<file path="config.mk">
export PLATFORM = sky130hd
export DESIGN_NAME = instr_sequencer
export DESIGN_NICKNAME = d
export VERILOG_FILES = /design/src/rtl/instr_sequencer.sv
export SDC_FILE = /design/constraint.sdc
export NUM_CORES = 1
export LEC_CHECK = 0
export BUFFER_PORTS_ARGS = -buffer_cell sky130_fd_sc_hd__buf_2
export CAP_MARGIN = 20
export CORE_MARGIN = 2
export CORE_UTILIZATION = 45
export CTS_BUF_LIST = sky130_fd_sc_hd__clkbuf_4
export CTS_CLUSTER_SIZE = 25
export DETAILED_ROUTE_END_ITERATION = 6
export MAX_ROUTING_LAYER = met4
export PLACE_DENSITY_LB_ADDON = 0.1
export SLEW_MARGIN = 20
export SYNTH_ARGS = -nofsm -noshare
export SYNTH_HDL_FRONTEND = slang
export SYNTH_SLANG_ARGS = --single-unit
</file>
<file path="constraint.sdc">
create_clock -name clk -period 2.08 [get_ports clk]
set_input_delay 0.312 -clock clk [delete_from_list [all_inputs] [get_ports clk]]
set_output_delay 0.312 -clock clk [all_outputs]
set_load 0.02 [all_outputs]
</file>
<file path="src/rtl/instr_sequencer.sv">
`default_nettype none
// ============================================================================
// Module      : instr_sequencer
// Description : Multi-cycle instruction sequencer. Latches an instruction
//               while idle and steps the datapath strobes through each phase.
// Revision    : 1.0 - initial release
// ============================================================================
module instr_sequencer (
    input  logic        clk,
    input  logic        reset,
    input  logic        s,
    input  logic [15:0] instr,
    output logic        w,
    output logic        illegal,
    output logic [2:0]  readnum,
    output logic [2:0]  writenum,
    output logic        loada,
    output logic        loadb,
    output logic        loadc,
    output logic        loads,
    output logic        write,
    output logic        asel,
    output logic        bsel,
    output logic        vsel,
    output logic [1:0]  shift,
    output logic [1:0]  ALUop,
    output logic [15:0] datapath_in,
    output logic [7:0]  instr_count
);

    typedef enum logic [2:0] {
        WAIT      = 3'd0,
        GET_A     = 3'd1,
        GET_B     = 3'd2,
        EXEC      = 3'd3,
        WRITE_REG = 3'd4,
        WRITE_IMM = 3'd5,
        ILLEGAL   = 3'd6
    } state_t;

    // {opcode, op} pairs
    localparam logic [4:0] c_MOV_IMM = 5'b110_10;
    localparam logic [4:0] c_MOV_REG = 5'b110_00;
    localparam logic [4:0] c_ADD     = 5'b101_00;
    localparam logic [4:0] c_CMP     = 5'b101_01;
    localparam logic [4:0] c_AND     = 5'b101_10;
    localparam logic [4:0] c_MVN     = 5'b101_11;

    state_t      r_state;
    state_t      w_next_state;
    logic [15:0] r_ir;
    logic [7:0]  r_instr_count;
    logic [4:0]  w_ir_class;
    logic        w_ir_alu;

    assign w_ir_class = r_ir[15:11];
    assign w_ir_alu   = (r_ir[15:13] == 3'b101);

    always_ff @(posedge clk) begin
        if (reset) begin
            r_state       <= WAIT;
            r_ir          <= 16'h0000;
            r_instr_count <= 8'd0;
        end else begin
            r_state <= w_next_state;
            if (r_state == WAIT && s) begin
                r_ir <= instr;
            end
            // Completed legal instructions are counted as they return to idle
            if (w_next_state == WAIT && r_state != WAIT && r_state != ILLEGAL) begin
                r_instr_count <= r_instr_count + 8'd1;
            end
        end
    end

    always_comb begin
        w_next_state = r_state;
        case (r_state)
            WAIT: begin
                if (s) begin
                    case (instr[15:11])
                        c_MOV_IMM:             w_next_state = WRITE_IMM;
                        c_MOV_REG, c_MVN:      w_next_state = GET_B;
                        c_ADD, c_CMP, c_AND:   w_next_state = GET_A;
                        default:               w_next_state = ILLEGAL;
                    endcase
                end
            end
            GET_A:     w_next_state = GET_B;
            GET_B:     w_next_state = EXEC;
            EXEC:      w_next_state = (w_ir_class == c_CMP) ? WAIT : WRITE_REG;
            WRITE_REG: w_next_state = WAIT;
            WRITE_IMM: w_next_state = WAIT;
            ILLEGAL:   w_next_state = WAIT;
            default:   w_next_state = WAIT;
        endcase
    end

    always_comb begin
        w        = 1'b0;
        illegal  = 1'b0;
        readnum  = 3'd0;
        writenum = 3'd0;
        loada    = 1'b0;
        loadb    = 1'b0;
        loadc    = 1'b0;
        loads    = 1'b0;
        write    = 1'b0;
        asel     = 1'b0;
        bsel     = 1'b0;
        vsel     = 1'b0;
        shift    = 2'd0;
        ALUop    = 2'd0;
        case (r_state)
            WAIT:    w       = 1'b1;
            ILLEGAL: illegal = 1'b1;
            GET_A: begin
                readnum = r_ir[10:8];
                loada   = 1'b1;
            end
            GET_B: begin
                readnum = r_ir[2:0];
                loadb   = 1'b1;
            end
            EXEC: begin
                shift = r_ir[4:3];
                bsel  = 1'b0;
                // MOV reg passes B through an ADD with A forced to zero
                if (w_ir_alu) begin
                    ALUop = r_ir[12:11];
                    asel  = (w_ir_class == c_MVN);
                end else begin
                    ALUop = 2'b00;
                    asel  = 1'b1;
                end
                if (w_ir_class == c_CMP) begin
                    loads = 1'b1;
                end else begin
                    loadc = 1'b1;
                end
            end
            WRITE_REG: begin
                write    = 1'b1;
                writenum = r_ir[7:5];
                vsel     = 1'b0;
            end
            WRITE_IMM: begin
                write    = 1'b1;
                writenum = r_ir[10:8];
                vsel     = 1'b1;
            end
            default: begin
                w = 1'b0;
            end
        endcase
    end

    assign datapath_in = {{8{r_ir[7]}}, r_ir[7:0]};
    assign instr_count = r_instr_count;

endmodule
`default_nettype wire

</file>
== After elaboration in Yosys (flattened, before gate mapping) ==
Cells that the tools add are included.
Cells by class
  multiplexer cells: 21
  reductions and logical operators: 9
  equality and inequality tests: 16
  $add $sub $neg: 1
Operator list (number)
  5-bit equality test (second input constant): 8
  3-bit equality test (second input constant): 4
  1-bit two-way mux: 12
  3-bit case mux with 2 select lines: 2
  3-bit case mux with 4 select lines: 1
  3-bit case mux with 3 select lines: 1
  8-bit by 1-bit adder with 8-bit output (second input constant): 1
  3-bit by 2-bit equality test with 1-bit output (second input constant): 2
  3-bit zero test: 2
  2-bit two-way mux: 3
  3-bit two-way mux: 2
  2-bit OR reduction: 2
  3-bit by 1-bit equality test with 1-bit output (second input constant): 1
  1-bit logical AND: 3
  3-bit != test (second input constant): 1
  3-bit nonzero test: 1
  3-bit OR reduction: 1
Word-level totals
  word-level logic and storage cells: 50
  input port bits: 19
  flip-flop bits (word level): 27
  output and inout port bits: 44

== Logic depth before layout (Yosys ltp) ==
  word-level depth: 8
  depth in mapped cells: 7
  gate-level depth less buffers: 5

== Worst setup path after synthesis ==
OpenSTA, ideal clock, no wires.
  kind: register to output
  start point: register r_state[0]
  end point: output readnum[0]
  buffers on the path: 1
  cell stages (with the launch flop): 4
  data required time: 1768 ps
  slack: 141 ps
  data arrival time: 1627 ps
  cell sequence: dfxtp_1 buf_2 nor3b_1 a22o_1
On the way
  cells in the longest elaborated chain, start to end: 2
  elaborated cells on any way between the ends: 3
  those cells by class: eq/ne (2); mux (1)
Ends and longest elaborated chain
  start, declared: RTL line 49  | state_t r_state;
  start signal, assigned: RTL line 65  | r_state <= w_next_state;
  3-bit by 2-bit equality test with 1-bit output or 3-bit by 1-bit equality test with 1-bit output (tied branches): RTL line 114  | case (r_state)
  3-bit case mux with 2 select lines (*): RTL line 114
  end, declared: RTL line 15  | output logic [2:0] readnum,
Mark *: on every way between the ends. The rest lies on a longest branch, timed or not.

== Worst setup path after layout ==
  start point: register r_state[1]
  end point: output readnum[0]
The elaborated chain is that of the path after synthesis.

==> load_flow_metrics.sql <==
INSERT INTO impl_metrics (metric_group, metric, value, unit) VALUES
('grt', 'groute.layer.met2.usage', '33.54', '%'),
('synthesis', 'post_synth.cell_area_avg', '7.751', 'sq um'),
('synthesis', 'ys_dominant_reg_cell', 'sky130_fd_sc_hd__dfxtp_1', ''),
('floorplan', 'die_area', '0.003654', 'sq mm'),
('placement', 'dp.cells', '266', ''),
('cts', 'clk_latency', '340', 'ps'),
('floorplan', 'core-area', '0.003053', 'sq mm'),
('routing', 'drt.antenna.violating_nets', '0', ''),
('pwr', 'sw_pwr', '0.0003654', 'W'),
('timing', 'maxClockFrequency', '511.6', 'MHz'),
('pwr', 'cellInternalPower', '0.0007350', 'W'),
('synthesis', 'synth_enable_flop_cells', '0', ''),
('synthesis', 'synthTopCellsByCount', 'sky130_fd_sc_hd__nand2_1 (37), sky130_fd_sc_hd__dfxtp_1 (27), sky130_fd_sc_hd__a21oi_1 (20), sky130_fd_sc_hd__buf_4 (19), sky130_fd_sc_hd__nor2_1 (18)', ''),
('worst_setup_path', 'critical_path.startpoint_type', 'register', ''),
('synthesis', 'ys_ff_latch', '27', ''),
('floorplan', 'vertical_die_dimension', '60.45', 'um'),
('grt', 'grt_use_met3', '3.198', '%'),
('cts', 'cts.path.max_buffers', '2', ''),
('worst_setup_path', 'cp_cell_sequence', 'or2b_1 > nor2_1 > a22o_1 > buf_2', ''),
('grt', 'most_crowded_layer_gr', 'met2', ''),
('synthesis', 'synth_top_area_share', '37.70', '%'),
('timing', 'final-hold-violation-count', '0', ''),
('worst_setup_path', 'crit_slowest_cell', 'sky130_fd_sc_hd__dfxtp_2', ''),
('cts', 'tritoncts_num_sinks', '27', ''),
('synthesis', 'synth_cells', '185', ''),
('synthesis', 'synth_nets', '205', ''),
('worst_setup_path', 'timing.critical_path.arrival', '1640', 'ps'),
('synthesis', 'yosysSeqAreaShare', '37.70', '%'),
('synthesis', 'synth_mux_area_share', '3.578', '%'),
('grt', 'grt_pass1_vias', '1227', ''),
('placement', 'numPortBuffers', '61', ''),
('pwr', 'part_of_the_power_in_the_clock_network', '22.4', '%'),
('timing', 'max_slew.worst_pin.slew', '531.5', 'ps'),
('timing', 'clock_skew', '3.680', 'ps'),
('final_layout', 'area_growth', '16.32', '%'),
('placement', 'gp_routability_congestion', '0.8530', ''),
('synthesis', 'synth_async_sr_flop_share', '0', '%'),
('worst_setup_path', 'worstSetupPathType', 'reg2out', ''),
('synthesis', 'synth_largest_area_cell', 'sky130_fd_sc_hd__dfxtp_1', ''),
('synthesis', 'mappedNetlistArea', '0.001434', 'sq mm'),
('synthesis', 'adder_cell_fraction_of_synth_area', '0.8726', '%'),
('grt', 'grt_max_degree', '18', ''),
('grt', 'grt_usage', '19.49', '%'),
('synthesis', 'synth_top_family_by_area', 'simple AND/OR/NAND/NOR gates', ''),
('routing', 'drt_first_iter_violations', '68', ''),
('status', 'run_status', 'complete, no violations', ''),
('floorplan', 'chipWidth', '60.45', 'um'),
('timing', 'final-max-slew-violation-count', '0', ''),
('floorplan', 'boundaryPins', '63', ''),
('pwr', 'sequentialPowerShare', '54.0', '%'),
('synthesis', 'synth_compound_gate_area_share', '13.53', '%'),
('routing', 'drc', '0', ''),
('final_layout', 'diodes', '0', ''),
('timing', 'grt_setup_unrepaired', 'false', ''),
('routing', 'drt-pass1-iter-count', '4', ''),
('worst_setup_path', 'crit_required', '1770', 'ps'),
('pwr', 'comb_power_share', '23.6', '%'),
('worst_setup_path', 'worst_path_dominant_cell_family', 'simple AND/OR/NAND/NOR gates', ''),
('pwr', 'power-per-cell-area', '659.7', 'mW/mm^2'),
('cts', 'cts_inserted_buffers', '3', ''),
('placement', 'detailed_place.area', '0.001630', 'sq mm'),
('final_layout', 'final_cells', '270', ''),
('routing', 'wirelength_per_cell', '12.03', 'um'),
('worst_setup_path', 'critical_path_max_stage_delay', '440', 'ps'),
('worst_hold_path', 'hp-class', 'in2reg', ''),
('routing', 'drt-vias-per-instance', '4.930', ''),
('worst_setup_path', 'timing.critical_path.fanout_max', '11', ''),
('synthesis', 'yosys-top-cells-area', 'sky130_fd_sc_hd__dfxtp_1 (38%), sky130_fd_sc_hd__buf_4 (9.9%), sky130_fd_sc_hd__nand2_1 (9.7%)', ''),
('worst_setup_path', 'timing.critical_path.to_type', 'primary output', ''),
('pwr', 'ir_worst_vdd', '277.4', 'uV'),
('pwr', 'cellLeakagePower', '0.7913', 'nW');
[per-stage QoR]
stage	power [W]	worst slack (ps)	hold WS [ps]	util [%]
floorplan	0.0008154	140.6	439.6	-
global placement	0.0008583	376.6	451.0	53.40
detailed placement	0.0008656	267.3	460.8	53.40
CTS	0.001109	27.47	189.0	54.55
global route	0.001163	17.13	184.6	54.63
finish	0.001100	125.5	191.6	54.63
[routing by layer]
metal / vias up / wire, um
li1: 679 / -
met1: 603 / 1374
met2: 43 / 1607
met3: 6 / 210
met4: 0 / 56
met5: - / 0
[cell type report]
type / count / area, sq um
multi-input combinational: 129 / 708.2
timing repair buffer: 63 / 320.3
tap: 44 / 55.05
fill: 312 / 1385
sequential: 27 / 543.0
inverter: 3 / 11.26
clock buffer: 4 / 30.03
[sequential cells by signal, indices dropped and copies added (netlist names)]
name,count
instr_count,8
r_state,3
r_ir,16
[kinds of logic (layout without fill, tap and decap cells)]
group,after synthesis,after routing
AO/OA/AOI/OAI,32,32
buffers and inverters,29,70
adder cells (fa/ha/maj),1,1
other,1,1
XOR/XNOR,4,4
multiplexers,5,5
AND/OR/NAND/NOR,86,86
flip-flops,27,27
[repair_timing]
action | 4_1_cts | 5_1_grt
endpoints found under the setup margin | 3 | 5
hold buffers | 0 | 0
buffers inserted | 0 | 0
gates resized for setup | 1 | 2
cloned | 0 | 0
[worst paths after layout]
| check | start | endpoint | slack [ps] | depth (start not counted) |
|---|---|---|---|---|
| hold reg to reg | r_ir[15] | r_ir[15] | 480 | 2 |
| setup / recovery | r_state[1] | readnum[0] | 130 | 4 |
| hold / removal | instr[2] | r_ir[2] | 190 | 3 |
| setup reg to reg | r_state[0] | instr_count[6] | 320 | 5 |
[power groups by stage]
stage	combinational (W)	clock, W	sequential, W
6_report	0.000260	0.000247	0.000594
3_5_place_dp	0.000262	0	0.000604
5_1_grt	0.000290	0.000273	0.000600
3_3_place_gp	0.000257	0	0.000602
2_1_floorplan	0.000228	0	0.000587
4_1_cts	0.000263	0.000254	0.000593
[worst min-delay path: cells and delay by family]
kind	cells	cell delay, ps
AO/OA/AOI/OAI	1	50
buffers and inverters	1	100
AND/OR/NAND/NOR	1	40
[cell usage in the layout (no fill, tap or decap), drive strengths merged, types with 2 or more instances in the layout]
master and n:
nand3 4, and3 2, nand2 37, and2 7
nor2b 4, or3 3, xnor2 3, a31oi 2
mux2i 4, a22o 3, o21ai 3, buf 63
dfxtp 27, a21oi 20, clkbuf 4, inv 3
nor2 18, nor3 3
No activity file was read; power rests on OpenSTA's default activity.
